===== config.mk =====
export PLATFORM = sky130hd
export DESIGN_NAME = xgriscv_muldiv
export DESIGN_NICKNAME = d
export VERILOG_FILES = /design/src/rtl/xgriscv_muldiv_pkg.sv /design/src/rtl/xgriscv_muldiv_negate.sv /design/src/rtl/xgriscv_muldiv.sv
export SDC_FILE = /design/constraint.sdc
export NUM_CORES = 1
export LEC_CHECK = 0
export CAP_MARGIN = 5
export CORE_MARGIN = 3
export CORE_UTILIZATION = 45
export DETAILED_ROUTE_END_ITERATION = 12
export DONT_BUFFER_PORTS = 1
export PLACE_DENSITY = 0.71
export REMOVE_ABC_BUFFERS = 1
export SLEW_MARGIN = 20
export SYNTH_ARGS = -nofsm -noshare
export SYNTH_HDL_FRONTEND = slang
export SYNTH_SLANG_ARGS = --single-unit
export TNS_END_PERCENT = 20

===== constraint.sdc =====
create_clock -name clk -period 7.5 [get_ports clk]
set_input_delay 1.5 -clock clk [delete_from_list [all_inputs] [get_ports clk]]
set_output_delay 1.5 -clock clk [all_outputs]
set_load 0.005 [all_outputs]

===== src/rtl/xgriscv_muldiv_pkg.sv =====
// Shared constants for the iterative RV32M multiply/divide unit:
// funct3 opcodes, FSM state encoding and the default datapath width.
package xgriscv_muldiv_pkg;

    localparam int MD_XLEN = 32;

    localparam logic [2:0] MD_MUL    = 3'b000;
    localparam logic [2:0] MD_MULH   = 3'b001;
    localparam logic [2:0] MD_MULHSU = 3'b010;
    localparam logic [2:0] MD_MULHU  = 3'b011;
    localparam logic [2:0] MD_DIV    = 3'b100;
    localparam logic [2:0] MD_DIVU   = 3'b101;
    localparam logic [2:0] MD_REM    = 3'b110;
    localparam logic [2:0] MD_REMU   = 3'b111;

    typedef enum logic [1:0] {
        MD_IDLE = 2'd0,
        MD_PREP = 2'd1,
        MD_CALC = 2'd2,
        MD_FIN  = 2'd3
    } md_state_e;

endpackage


===== src/rtl/xgriscv_muldiv_negate.sv =====
// Conditional two's-complement negation, used for operand magnitudes
// and for sign correction of the final result.
module xgriscv_muldiv_negate #(
    parameter int W = 32
) (
    input  logic         en_i,
    input  logic [W-1:0] din_i,
    output logic [W-1:0] dout_o
);

    assign dout_o = en_i ? (~din_i + W'(1)) : din_i;

endmodule


===== src/rtl/xgriscv_muldiv.sv =====
// Iterative RV32M multiply/divide: radix-2 shift-add multiply and restoring
// divide sharing one 2*XLEN accumulator; one op at a time, registered result.
module xgriscv_muldiv
    import xgriscv_muldiv_pkg::*;
#(
    parameter int XLEN = MD_XLEN
) (
    input  logic            clk,
    input  logic            rstn,
    input  logic            start,
    input  logic [2:0]      op,
    input  logic [XLEN-1:0] a,
    input  logic [XLEN-1:0] b,
    input  logic            flush,
    output logic            busy,
    output logic            done,
    output logic [XLEN-1:0] result
);

    localparam int CW = $clog2(XLEN);

    md_state_e          state_q, state_d;
    logic [2:0]         op_q, op_d;
    logic [XLEN-1:0]    a_q, a_d, b_q, b_d;
    logic [XLEN-1:0]    opnd_q, opnd_d;
    logic [2*XLEN-1:0]  acc_q, acc_d;
    logic [CW-1:0]      cnt_q, cnt_d;
    logic               neg_q, neg_d;
    logic [XLEN-1:0]    result_q, result_d;
    logic               busy_q, done_q;

    logic               is_div, is_rem, sgn_a, sgn_b;
    logic               div_zero, div_ovf;
    logic [XLEN-1:0]    mag_a, mag_b, spec_res, fin_res;
    logic [XLEN:0]      mul_sum, div_rem_sh, div_diff;
    logic [2*XLEN-1:0]  step, res_raw, res_fix;

    assign is_div = op_q[2];
    assign is_rem = op_q[2] & op_q[1];
    assign sgn_a  = a_q[XLEN-1] & (op_q == MD_MULH || op_q == MD_MULHSU ||
                                   op_q == MD_DIV  || op_q == MD_REM);
    assign sgn_b  = b_q[XLEN-1] & (op_q == MD_MULH || op_q == MD_DIV || op_q == MD_REM);

    assign div_zero = is_div && (b_q == '0);
    assign div_ovf  = (op_q == MD_DIV || op_q == MD_REM) &&
                      (a_q == {1'b1, {(XLEN-1){1'b0}}}) && (b_q == '1);

    always_comb begin
        spec_res = '0;
        if (div_zero)
            spec_res = is_rem ? a_q : '1;
        else if (div_ovf)
            spec_res = is_rem ? '0 : a_q;
    end

    xgriscv_muldiv_negate #(.W(XLEN)) u_neg_a (
        .en_i(sgn_a), .din_i(a_q), .dout_o(mag_a)
    );
    xgriscv_muldiv_negate #(.W(XLEN)) u_neg_b (
        .en_i(sgn_b), .din_i(b_q), .dout_o(mag_b)
    );

    // Multiply: multiplier sits in the low half and shifts out LSB-first.
    // Divide: remainder:quotient shifts left, quotient bits enter at the LSB.
    assign mul_sum    = {1'b0, acc_q[2*XLEN-1:XLEN]} + (acc_q[0] ? {1'b0, opnd_q} : '0);
    assign div_rem_sh = acc_q[2*XLEN-1:XLEN-1];
    assign div_diff   = div_rem_sh - {1'b0, opnd_q};

    always_comb begin
        if (!is_div)
            step = {mul_sum, acc_q[XLEN-1:1]};
        else if (div_diff[XLEN])
            step = {div_rem_sh[XLEN-1:0], acc_q[XLEN-2:0], 1'b0};
        else
            step = {div_diff[XLEN-1:0], acc_q[XLEN-2:0], 1'b1};
    end

    // Division results are zero-extended so one wide negator serves both paths.
    assign res_raw = is_div ? {{XLEN{1'b0}}, (op_q[1] ? step[2*XLEN-1:XLEN] : step[XLEN-1:0])}
                            : step;

    xgriscv_muldiv_negate #(.W(2*XLEN)) u_neg_res (
        .en_i(neg_q), .din_i(res_raw), .dout_o(res_fix)
    );

    assign fin_res = (is_div || op_q == MD_MUL) ? res_fix[XLEN-1:0] : res_fix[2*XLEN-1:XLEN];

    always_comb begin
        state_d  = state_q;
        op_d     = op_q;
        a_d      = a_q;
        b_d      = b_q;
        opnd_d   = opnd_q;
        acc_d    = acc_q;
        cnt_d    = cnt_q;
        neg_d    = neg_q;
        result_d = result_q;
        case (state_q)
            MD_IDLE: begin
                if (start && !flush) begin
                    op_d    = op;
                    a_d     = a;
                    b_d     = b;
                    state_d = MD_PREP;
                end
            end
            MD_PREP: begin
                if (flush) begin
                    state_d = MD_IDLE;
                end else if (div_zero || div_ovf) begin
                    result_d = spec_res;
                    state_d  = MD_FIN;
                end else begin
                    acc_d   = {{XLEN{1'b0}}, (is_div ? mag_a : mag_b)};
                    opnd_d  = is_div ? mag_b : mag_a;
                    cnt_d   = '0;
                    neg_d   = is_rem ? sgn_a : (sgn_a ^ sgn_b);
                    state_d = MD_CALC;
                end
            end
            MD_CALC: begin
                if (flush) begin
                    state_d = MD_IDLE;
                end else begin
                    acc_d = step;
                    if (cnt_q == CW'(XLEN-1)) begin
                        result_d = fin_res;
                        state_d  = MD_FIN;
                    end else begin
                        cnt_d = cnt_q + CW'(1);
                    end
                end
            end
            MD_FIN:  state_d = MD_IDLE;
            default: state_d = MD_IDLE;
        endcase
    end

    always_ff @(posedge clk or negedge rstn) begin
        if (!rstn) begin
            state_q  <= MD_IDLE;
            op_q     <= '0;
            a_q      <= '0;
            b_q      <= '0;
            opnd_q   <= '0;
            acc_q    <= '0;
            cnt_q    <= '0;
            neg_q    <= 1'b0;
            result_q <= '0;
            busy_q   <= 1'b0;
            done_q   <= 1'b0;
        end else begin
            state_q  <= state_d;
            op_q     <= op_d;
            a_q      <= a_d;
            b_q      <= b_d;
            opnd_q   <= opnd_d;
            acc_q    <= acc_d;
            cnt_q    <= cnt_d;
            neg_q    <= neg_d;
            result_q <= result_d;
            busy_q   <= (state_d != MD_IDLE);
            done_q   <= (state_d == MD_FIN);
        end
    end

    assign busy   = busy_q;
    assign done   = done_q;
    assign result = result_q;

endmodule


==> run_results.csv <==
group,metric,value,unit
status,status,"finished clean",
floorplan,ios,105,
cts,clkLatencyLatePin,570,ps
timing,maxSlewViolCount,0,
floorplan,die_y,209,µm
route,drtIter0Drc,2059,
worst_setup_path,critPathArrivalTime,6510,ps
power,p_per_area,457,nW/µm²
global_routing,grt_pass1_wl,110,mm
timing,worstMarginPinSlew,1180,ps
place,io_buffer_count,0,
cts,cts_resized,0,
worst_setup_path,ff2ff_path_depth,20,
logic_synthesis,yosysMostFrequentCell,"nand2_1",
timing,max_slew_margin,20.9,%
hold_path,min_from,"cnt_q[3]",
cells_and_area,final_cells,2867,
worst_setup_path,setup.worst_path.start_class,"register",
floorplan,fp-row-count,73,
cts,holdBufCountCts,0,
cells_and_area,drive_above_1_share,9.56,%
floorplan,initial_core_util,46.2,%
logic_synthesis,synth_top_cell_area_share,27.6,%
timing,hold_ws,499,ps
logic_synthesis,synth_seq_cells,205,
logic_synthesis,ys_top_cells_by_count,"nand2_1, nor2_1, o21ai_0, a21oi_1, dfrtp_1",
cells_and_area,insertedDiodeCount,0,
timing,hold_viol_final,0,
logic_synthesis,synth_seq_area_share,27.6,%
worst_setup_path,crit_path_end_kind,"register",
timing,finalCriticalPeriod,6020,ps
timing,setup-violations-final,0,
global_routing,grt_pass1_vias,17800,
cts,cts_buffer_depth,3,
job,drv_cap,0,
global_routing,grt_max_degree,206,
worst_setup_path,required,7990,ps
logic_synthesis,synth.avg_cell_area,7.72,µm²
timing,finalCritPeriodShare,80.3,%
hold_path,min_path_cells,1,
power,ir_drop,0.230,mV
route,wl_per_cell,25.4,µm
route,wirelength,72.7,mm
cts,cts.sinks,205,
route,antenna_left,0,
logic_synthesis,synth_edf_count,0,
hold_path,hold_end,"cnt_q[3]",
worst_setup_path,path_class,"reg2reg",
hold_path,hold_path_class,"reg2reg",
cells_and_area,nNetsFinal,2468,
global_routing,antenna_found_initial,0,
route,vias,18800,
timing,rsz0062_at_grt,"false",
cts,clk_pin_slew_worst_paths,60,ps
global_routing,grt_usage,32.1,%
logic_synthesis,ys_warn_count,0,
logic_synthesis,synth_area_leaders,"dfrtp_1, o21ai_0, nand2_1",
logic_synthesis,synthCells,2411,
logic_synthesis,synth_area,18600,µm²
cts,cts_setup_buffers,0,
cts,cts_buffers,25,
place,place_inst,2823,
timing,setup_tns,0,ps
logic_synthesis,async_flop_share,100,%
cts,cts_root_buf,"clkbuf_16",
timing,fin_skew,22.4,ps
route,vias_per_cell,6.57,
timing,fmax,0.166,GHz
place,gp_congestion,1.05,
cells_and_area,area_growth,6.30,%
worst_setup_path,timing.rr.end,"result[22]",
logic_synthesis,synth.largest_area_cell,"dfrtp_1",
global_routing,grt_overflow_total,0,
logic_synthesis,synth.distinct_cells,107,
floorplan,die_area,43800,µm²
power,power.leakage,8.15,nW
worst_setup_path,path_max_fanout,17,
cts,cts_tree,"built",
route,drc,0,
floorplan,die_w,209,µm
worst_setup_path,r2r_start,"acc_q[31]",
worst_setup_path,reg2reg_slack,1480,ps
logic_synthesis,synth_top_flop_cell,"dfrtp_1",
cts,htreeDepth,1,
place,dp_hpwl,55.1,mm
route,first_pass_iters,5,
floorplan,core,40300,µm²
[where the power goes]
| group | internal, W | switching, W |
|---|---|---|
| clock | 0.000720 | 0.000537 |
| sequential | 0.00142 | 0.000520 |
| combinational | 0.00198 | 0.00385 |
| total | 0.00412 | 0.00491 |
[sequential cells by signal, summed over array words and instances (netlist names)]
name and flops:
b_q 32, a_q 32, op_q 3, acc_q 64, busy 1, neg_q 1
result 32, state_q 2, done 1, opnd_q 32, cnt_q 5
[kinds of logic after synthesis]
logic type	share of synthesized area, %
adder cells (fa/ha/maj)	4.92
AND/OR/NAND/NOR	23.6
XOR/XNOR	5.74
buffers and inverters	4.35
multiplexers	7.75
AO/OA/AOI/OAI	26.0
flip-flops	27.6
[critical path, cell delays in order (launching register included)]
cell	delay (ps)
dfrtp_1	390
inv_1	120
ha_1	190
inv_1	50
fa_1	430
a211oi_2	240
nor3_1	130
o311a_2	430
o21ai_4	200
nand3_2	340
nand2_4	360
o21ai_0	170
a211oi_1	300
o21bai_1	190
ha_1	250
o2111a_1	230
nand3_1	390
or3_1	760
nor3_2	350
mux2i_1	240
a22o_1	160
[stage by stage]
stage	total power (W)	worst slack [ps]	util (%)	area, µm²
final	0.00903	1480	49.1	19800
after global placement	0.00744	1830	47.1	19000
after floorplan	0.00577	-2740	-	18000
after global routing	0.00957	1120	49.1	19800
after detailed placement	0.00751	1650	47.1	19000
after CTS	0.00880	1590	49.1	19800
[cells in the final DEF, fill, tap and decap left out, types with 7 or more instances in the layout]
cell and instances:
xor2_1 55, o21ai_0 229, nor3_1 70, nand2b_1 21
nand4_1 29, or2_2 12, a21boi_0 7, and2_1 47
o31ai_1 31, a22oi_1 18, buf_4 29, o21ai_1 18
a211oi_1 30, xnor2_1 67, o41ai_1 7, a221oi_1 9
ha_1 70, dfrtp_1 204, clkbuf_16 25, o21a_1 11
a31oi_1 31, nor2_1 233, nand2_1 286, nand3_1 64
or4_1 11, o2111ai_1 7, nor2b_1 20, mux2i_1 45
o211ai_1 22, and3_1 11, a31o_2 8, mux2_2 81
or3_1 30, o31a_1 7, nor4_1 21, a21oi_1 206
a21o_1 43, o221ai_1 9, inv_1 58, o21bai_1 8
[worst max path at each step]
| stage | endpoint | slack (ps) | start |
|---|---|---|---|
| final | result[22] | 1480 | acc_q[31] |
| after global routing | result[2] | 1120 | acc_q[31] |
| after CTS | result[2] | 1590 | acc_q[31] |
| after detailed placement | result[7] | 1650 | acc_q[31] |
| after global placement | result[2] | 1830 | acc_q[31] |
| after floorplan | result[22] | -2740 | op_q[2] |
[metal layers]
layer	share of wire [%]	track usage [%]	routed length, µm
met2	44	49.6	31900
met5	0	0	0
met4	3.9	11.0	2810
met3	11	8.28	7660
met1	42	43.7	30300
[area by class of cell]
class                      count  area (µm²)
timing repair buffer          30         238
multi-input combinational   2002       12700
clock buffer                  33         696
clock inverter                11         120
sequential                   205        5130
fill                        3916       20500
tap                          525         657
inverter                      61         229
(Power assumes the default switching activity.)
